[src/rtl/hamming_serial_encoder.sv]
// hamming_serial_encoder: serial SECDED encoder, K data bits in one per handshake,
// 2^R (EXT=1) or 2^R-1 (EXT=0) codeword bits out one per handshake.
module hamming_serial_encoder #(
    parameter int R   = 4,
    parameter bit EXT = 1'b1
) (
    input  logic clk,
    input  logic rst,
    input  logic datain,
    input  logic din_valid,
    output logic din_ready,
    output logic dataout,
    output logic dout_valid,
    input  logic dout_ready,
    output logic dout_first,
    output logic dout_last
);
    localparam int N = 2 ** R;
    localparam logic [R-1:0] WP0   = R'(3);
    localparam logic [R-1:0] START = EXT ? '0 : R'(1);

    typedef enum logic {LOAD, EMIT} state_t;

    state_t         state_q, state_d;
    logic [R-1:0]   wp_q, wp_d, rp_q, rp_d, par_q, par_d, par_n, wp_inc;
    logic           ovr_q, ovr_d, ovr_n;
    logic [N-1:0]   mem_q, mem_d;

    always_comb begin
        state_d = state_q;
        wp_d    = wp_q;
        rp_d    = rp_q;
        par_d   = par_q;
        ovr_d   = ovr_q;
        mem_d   = mem_q;
        par_n   = par_q ^ (wp_q & {R{datain}});
        ovr_n   = ovr_q ^ datain;
        wp_inc  = wp_q + R'(1);
        if (state_q == LOAD) begin
            if (din_valid) begin
                mem_d[wp_q] = datain;
                par_d       = par_n;
                ovr_d       = ovr_n;
                // skip the next slot when it is a parity position (power of two)
                wp_d        = ((wp_inc & wp_q) == '0) ? wp_q + R'(2) : wp_inc;
                if (&wp_q) begin
                    for (int i = 0; i < R; i++) mem_d[R'(1 << i)] = par_n[i];
                    mem_d[0] = ovr_n ^ (^par_n);
                    par_d    = '0;
                    ovr_d    = 1'b0;
                    rp_d     = START;
                    state_d  = EMIT;
                end
            end
        end else if (dout_ready) begin
            rp_d = rp_q + R'(1);
            if (&rp_q) begin
                state_d = LOAD;
                wp_d    = WP0;
            end
        end
    end

    always_ff @(posedge clk or posedge rst) begin
        if (rst) begin
            state_q <= LOAD;
            wp_q    <= WP0;
            rp_q    <= '0;
            par_q   <= '0;
            ovr_q   <= 1'b0;
            mem_q   <= '0;
        end else begin
            state_q <= state_d;
            wp_q    <= wp_d;
            rp_q    <= rp_d;
            par_q   <= par_d;
            ovr_q   <= ovr_d;
            mem_q   <= mem_d;
        end
    end

    assign din_ready  = (state_q == LOAD);
    assign dout_valid = (state_q == EMIT);
    assign dataout    = dout_valid & mem_q[rp_q];
    assign dout_first = dout_valid & (rp_q == START);
    assign dout_last  = dout_valid & (&rp_q);
endmodule

[config.mk]
export PLATFORM = sky130hd
export DESIGN_NAME = hamming_serial_encoder
export DESIGN_NICKNAME = d
export VERILOG_FILES = /design/src/rtl/hamming_serial_encoder.sv
export SDC_FILE = /design/constraint.sdc
export NUM_CORES = 1
export LEC_CHECK = 0
export CAP_MARGIN = 20
export CELL_PAD_IN_SITES_DETAIL_PLACEMENT = 0
export CELL_PAD_IN_SITES_GLOBAL_PLACEMENT = 1
export CORE_ASPECT_RATIO = 0.8
export CORE_MARGIN = 3
export CORE_UTILIZATION = 45
export DETAILED_ROUTE_END_ITERATION = 8
export PLACE_DENSITY = 0.82
export REMOVE_ABC_BUFFERS = 1
export SETUP_SLACK_MARGIN = 0.2
export SLEW_MARGIN = 40
export SYNTH_ARGS = -nofsm -noshare
export SYNTH_HDL_FRONTEND = slang
export SYNTH_SLANG_ARGS = --single-unit
[constraint.sdc]
create_clock -name clk -period 3.1 [get_ports clk]
set_input_delay 0.465 -clock clk [delete_from_list [all_inputs] [get_ports clk]]
set_output_delay 0.465 -clock clk [all_outputs]
set_load 0.01 [all_outputs]
==> results.txt, run 1 <==
Initial antenna violation count: 0
CP Launch Type: flop
Crit. End Element: output pin
Share of cells above drive strength 1: 15.7%
Inst Count DP: 247
Total iterations of the first detailed-routing run: 4
Clk_lat worst skew: 280 ps
Setup TNS Final: 0 ps
Final worst slack: 236 ps
Seq/Total Area, Yosys: 41.2%
HPWL after detailed placement: 3060 um
DRT iter0 DRCs: 127
Clock Sinks: 30
Max-cap viol count: 0
Combinational Power Share: 46.6%
Power share of the clock group: 14.3%
Outcome: complete, no violations
Synth area leaders: dfrtp_1 38%, mux2_2 7.4%, ha_1 6.2%
HP Class: flop to flop
Yosys top cell by area: dfrtp_1
Leak: 0.895 nW
P per Cell Area: 1010 nW/um2
Grt ovf: 0
Register area: 756 um2
TritonCTS Buffers: 5
FF+latch count, synth: 30
Library cells used by synthesis: 35
Routed length per instance: 16.8 um
Cell count after synthesis: 189
Clock period minus final worst setup slack: 2860 ps
N_diodes: 0
Dpl cell area: 1970 um2
Number of remaining DRC errors: 0
Ys Warns: 0
Starting Density: 47.4%
Vias in the first global route: 1409
RSZ-0062 raised after global routing: no
Largest net degree at the start of global routing: 31
Final net count: 217
WL final: 4360 um
Die Area: 4860 um2
Finished Cell Area: 2080 um2
RD Place Congestion: 0.797
Peak VDD IR: 0.324 mV
Net Sw Power: 843 uW
Layout area overhead: 13.7%
Max Slew Vio Count: 0
CTS tree: yes
Internal power: 1.26 mW
I/O pin count: 10
Multi-input logic area: 990 um2
Die Ht: 63.0 um
CTS Buffer Depth: 2
Least-Margin Pin Slew: 572 ps
Setup Crit Path Kind: flop to output pin
Routed via count: 1485
Post-route ant nets: 0
Worst-path clk slew: 70 ps
Setup Skew: 12.7 ps
Core Area: 3850 um2
Hold buffers post-CTS: 0
I/O Buffers: 9
Std cell rows: 20
Setup-failing EPs final: 0
Hold_ws: 494 ps
Worst-case setup slack after placement: 437 ps
H-tree depth: 2
Total GRT Usage: 18.9%
Fillers: 378
Critical path arrival: 2400 ps
Worst EP required: 2630 ps
Period utilization: 92.4%
Mapped Area: 1830 um2
Net Sw Frac: 40.0%
Seq pwr share: 39.1%
Max Clk Rate: 349 MHz
Worst slew margin: 61.9%
Crit path max fanout: 8
Top cell type's share of synthesized area: 38.4%
Vias/cell: 5.73
Syn Area/Cell: 9.67 um2
Cell Count, Final, Fillers Out: 259
Die width: 77.2 um
First-pass GRT wire length: 7220 um
Clk root buf: clkbuf_8
Final hold vios: 0
-- state kept, by name, summed over array words and instances, names as in the netlist --
name and flops:
par_q 4, wp_q 4, mem_q 16, dout_valid 1, rp_q 4, ovr_q 1
-- through the flow --
| stage | utilization, % | power [mW] |
|---|---|---|
| floorplan | - | 1.47 |
| global placement | 51.0 | 1.69 |
| detailed placement | 51.0 | 1.75 |
| CTS | 53.2 | 2.05 |
| global route | 53.9 | 2.26 |
| finish | 53.9 | 2.11 |
-- cell usage after synthesis (all sizes together) --
cell     n
and2     4
and3     3
nand3    9
buf      2
o211ai   1
a311oi   1
xnor2    6
inv     10
dfstp    2
or3      1
o22a     1
nor3     3
o41ai    1
mux2    12
o21a     1
o21ai   14
a21oi   11
mux2i    1
nand2   25
o31a     1
dfrtp   28
o22ai    2
xor2     5
ha       9
a31oi    1
nand4    4
nor2    14
nor4b    1
nor2b    1
clkbuf   7
nand2b   1
mux4     5
o31ai    2
-- layer usage --
layer  track usage (%)  up-vias  wire length [um]
li1                  -      696                 -
met2              28.0       39              2000
met4              4.67        0                48
met3              4.32        8               213
met5                 0        -                 0
met1              27.8      742              2100
-- worst max-delay path: stages, from the launching register on --
cell             delay, ps
dfrtp_2                460
mux4_1                 570
mux4_2                 460
and2_1                 160
clkdlybuf4s50_1        470
-- power by group through the flow --
stage	logic [mW]	registers (mW)	clock network, mW
4_1_cts	0.934	0.816	0.304
6_report	0.982	0.823	0.301
3_5_place_dp	0.928	0.821	0
5_1_grt	1.09	0.848	0.329
3_3_place_gp	0.881	0.806	0
2_1_floorplan	0.724	0.741	0
-- layout by cell type, fill, tap and decap left out, types with 3 or more instances in the layout --
master / netlist / routed
mux2_2: 12 / 12
dfrtp_1: 28 / 26
nand3_1: 9 / 9
and2_1: 4 / 4
mux4_1: 4 / 3
nor3_1: 3 / 3
and3_1: 3 / 3
clkdlybuf4s50_1: 0 / 9
a21oi_1: 11 / 11
inv_1: 10 / 10
ha_1: 9 / 9
nand2_1: 25 / 25
clkbuf_8: 0 / 5
buf_4: 0 / 7
xnor2_1: 6 / 6
xor2_1: 5 / 5
o21ai_0: 14 / 14
nand4_1: 4 / 4
nor2_1: 14 / 14
-- final cells by class --
cell class / count / share of cell area (%)
Timing Repair Buffer: 16 / 6.87
Multi-Input combinational cell: 140 / 47.7
Sequential cell: 30 / 36.4
Inverter: 10 / 1.81
Clock inverter: 2 / 0.482
Clock buffer: 6 / 3.49
Tap cell: 55 / 3.31
-- logic make-up after synthesis --
logic type	count (synthesis)	share of synthesized area, %
AND/OR/NAND/NOR	66	16.6
AO/OA/AOI/OAI	36	11.4
flip-flops	30	41.2
buffers and inverters	19	4.38
multiplexers	18	14.9
XOR/XNOR	11	5.27
adder cells (fa/ha/maj)	9	6.16
-- path summary, 6_finish.rpt --
check,startpoint,slack [ps],cells past startpoint,end
setup / recovery,rp_q[0],240,4,dataout
hold / removal,mem_q[15],490,2,mem_q[15]
setup reg to reg,wp_q[0],930,6,mem_q[1]
hold reg to reg,mem_q[15],490,2,mem_q[15]
max in group asynchronous,rst,2210,3,wp_q[0]
min in group asynchronous,rst,570,3,mem_q[11]
-- what timing repair did --
item / 4_1_cts / 5_1_grt
endpoints found under the setup margin: 1 / 1
pin swaps: 0 / 0
resized for setup: 1 / 2
setup buffers: 0 / 4
No activity file was read; power rests on OpenSTA's default activity.
==> run 2, diff against run 1 <==
GPL_ROUTABILITY_DRIVEN = 0   (was not set)
==> results of run 2 <==
Final layout, timing and power as in run 1 (identical DEF).
==> run 3, diff against run 2 <==
GPL_TIMING_DRIVEN = 0   (was not set)
==> results.txt, run 3 (same netlist as run 1, synthesis figures left out) <==
Outcome: complete, no violations
Max-cap viol count: 0
Routed via count: 1446
Max FFs per register: 16
Max Slew Vio Count: 0
R2r startpoint: wp_q[2]
Worst-case setup slack after placement: 384 ps
Top reg by flops: mem_q
Dpl cell area: 1950 um2
WL met3: 193 um
Clk root buf: clkbuf_8
Peak VDD IR: 0.384 mV
DRT iter0 DRCs: 107
HP Class: flop to flop
Worst EP required: 2630 ps
Starting Density: 47.4%
Crit. End Element: output pin
Grt ovf: 0
Fillers: 365
I/O pin count: 10
WL met1: 1970 um
Max Clk Rate: 351 MHz
Clk_lat worst skew: 290 ps
HPWL after detailed placement: 2920 um
Core Area: 3850 um2
WL final: 4190 um
P per Cell Area: 1020 nW/um2
H-tree depth: 2
Worst-path clk slew: 70 ps
Number of remaining DRC errors: 0
Setup-failing EPs final: 0
Die width: 77.2 um
Hold buffers post-CTS: 0
Vias/cell: 5.63
Metal2 WL: 1970 um
Layout area overhead: 13.7%
Commonest non-fill, non-tap cells in the layout: 26 x dfrtp_1, 25 x nand2_1, 14 x nor2_1, 14 x o21ai_0, 12 x mux2_2
Setup crit start: rp_q[0]
Max Used Layer: met4
Most common cell after layout, fill and taps aside: dfrtp_1
Hold Crit Start: mem_q[5]
Critical path arrival: 2380 ps
Setup Crit Path Kind: flop to output pin
Finished Cell Area: 2080 um2
Post-layout util: 53.9%
Worst slew margin: 47.8%
Slowest CP cell: mux4_1
Crit path max fanout: 4
Period utilization: 91.8%
Reg2reg setup slack: 880 ps
RSZ-0062 raised after global routing: no
First-pass GRT wire length: 7160 um
Initial antenna violation count: 0
Total iterations of the first detailed-routing run: 4
N_diodes: 0
Inst Count DP: 244
Share of cells above drive strength 1: 15.3%
Least-Margin Pin Slew: 780 ps
Setup Skew: 9.37 ps
Post-route ant nets: 0
CP Launch Type: flop
Cells along the critical path: mux4_1 -> mux4_2 -> and2_1 -> clkdlybuf4s50_1
Cell Count, Final, Fillers Out: 257
Std cell rows: 20
CTS tree: yes
Setup TNS Final: 0 ps
Largest net degree at the start of global routing: 31
Final hold vios: 0
TritonCTS Buffers: 5
Final worst slack: 253 ps
Vias in the first global route: 1468
Clock Sinks: 30
Tot Pwr: 2.12 mW
Crit-path max cell delay: 580 ps
CTS Buffer Depth: 2
Die Ht: 63.0 um
Hold_ws: 500 ps
Final net count: 215
Total GRT Usage: 18.7%
Die Area: 4860 um2
Clock period minus final worst setup slack: 2850 ps
I/O Buffers: 9
Leak: 0.892 nW
Routed length per instance: 16.3 um
-- run 3: cell types whose count changed in the layout (fill, tap and decap cells not counted) --
cell and delta:
nor2b_1 -1, nor2b_2 +1, inv_1 -1, clkbuf_8 +1, mux4_2 -1, mux4_1 +1, inv_2 +1, clkinv_2 -1
buf_4 -2
-- run 3: power breakdown --
group	total (mW)	switching, mW	internal (mW)
sequential	0.805	0.219	0.585
clock	0.329	0.150	0.179
combinational	0.986	0.462	0.525
total	2.12	0.831	1.29
-- run 3: routing by layer --
metal / vias to the layer above / GRT usage, %
met5: - / 0
met4: 0 / 7.56
met3: 7 / 5.04
met2: 34 / 28.7
met1: 713 / 25.0
li1: 692 / -
-- run 3: area by class of cell --
type | count | area [um2] | share of cell area, %
Clock buffer | 7 | 86.3 | 4.16
Clock inverter | 1 | 5.00 | 0.241
Inverter | 10 | 37.5 | 1.81
Multi-Input combinational cell | 140 | 996 | 48.0
Sequential cell | 30 | 756 | 36.4
Tap cell | 55 | 68.8 | 3.31
Timing Repair Buffer | 14 | 128 | 6.14
-- run 3: repair_timing --
action | in CTS | in global routing
gates resized for setup | 2 | 0
setup buffers | 2 | 3
setup endpoints to repair | 1 | 1
-- run 3: critical path: cells and delay by family (launching register included) --
kind / cells / cell delay (ps)
simple gates: 1 / 160
flops: 1 / 420
buf+inv: 1 / 470
mux: 2 / 1040
-- run 3: path summary, 6_finish.rpt --
check | endpoint | cells past startpoint
worst max-delay path | dataout | 4
worst min-delay path | mem_q[5] | 1
worst max register to register | wp_q[3] | 7
worst min register to register | mem_q[5] | 1
max in group asynchronous | rp_q[1] | 2
min in group asynchronous | mem_q[10] | 2
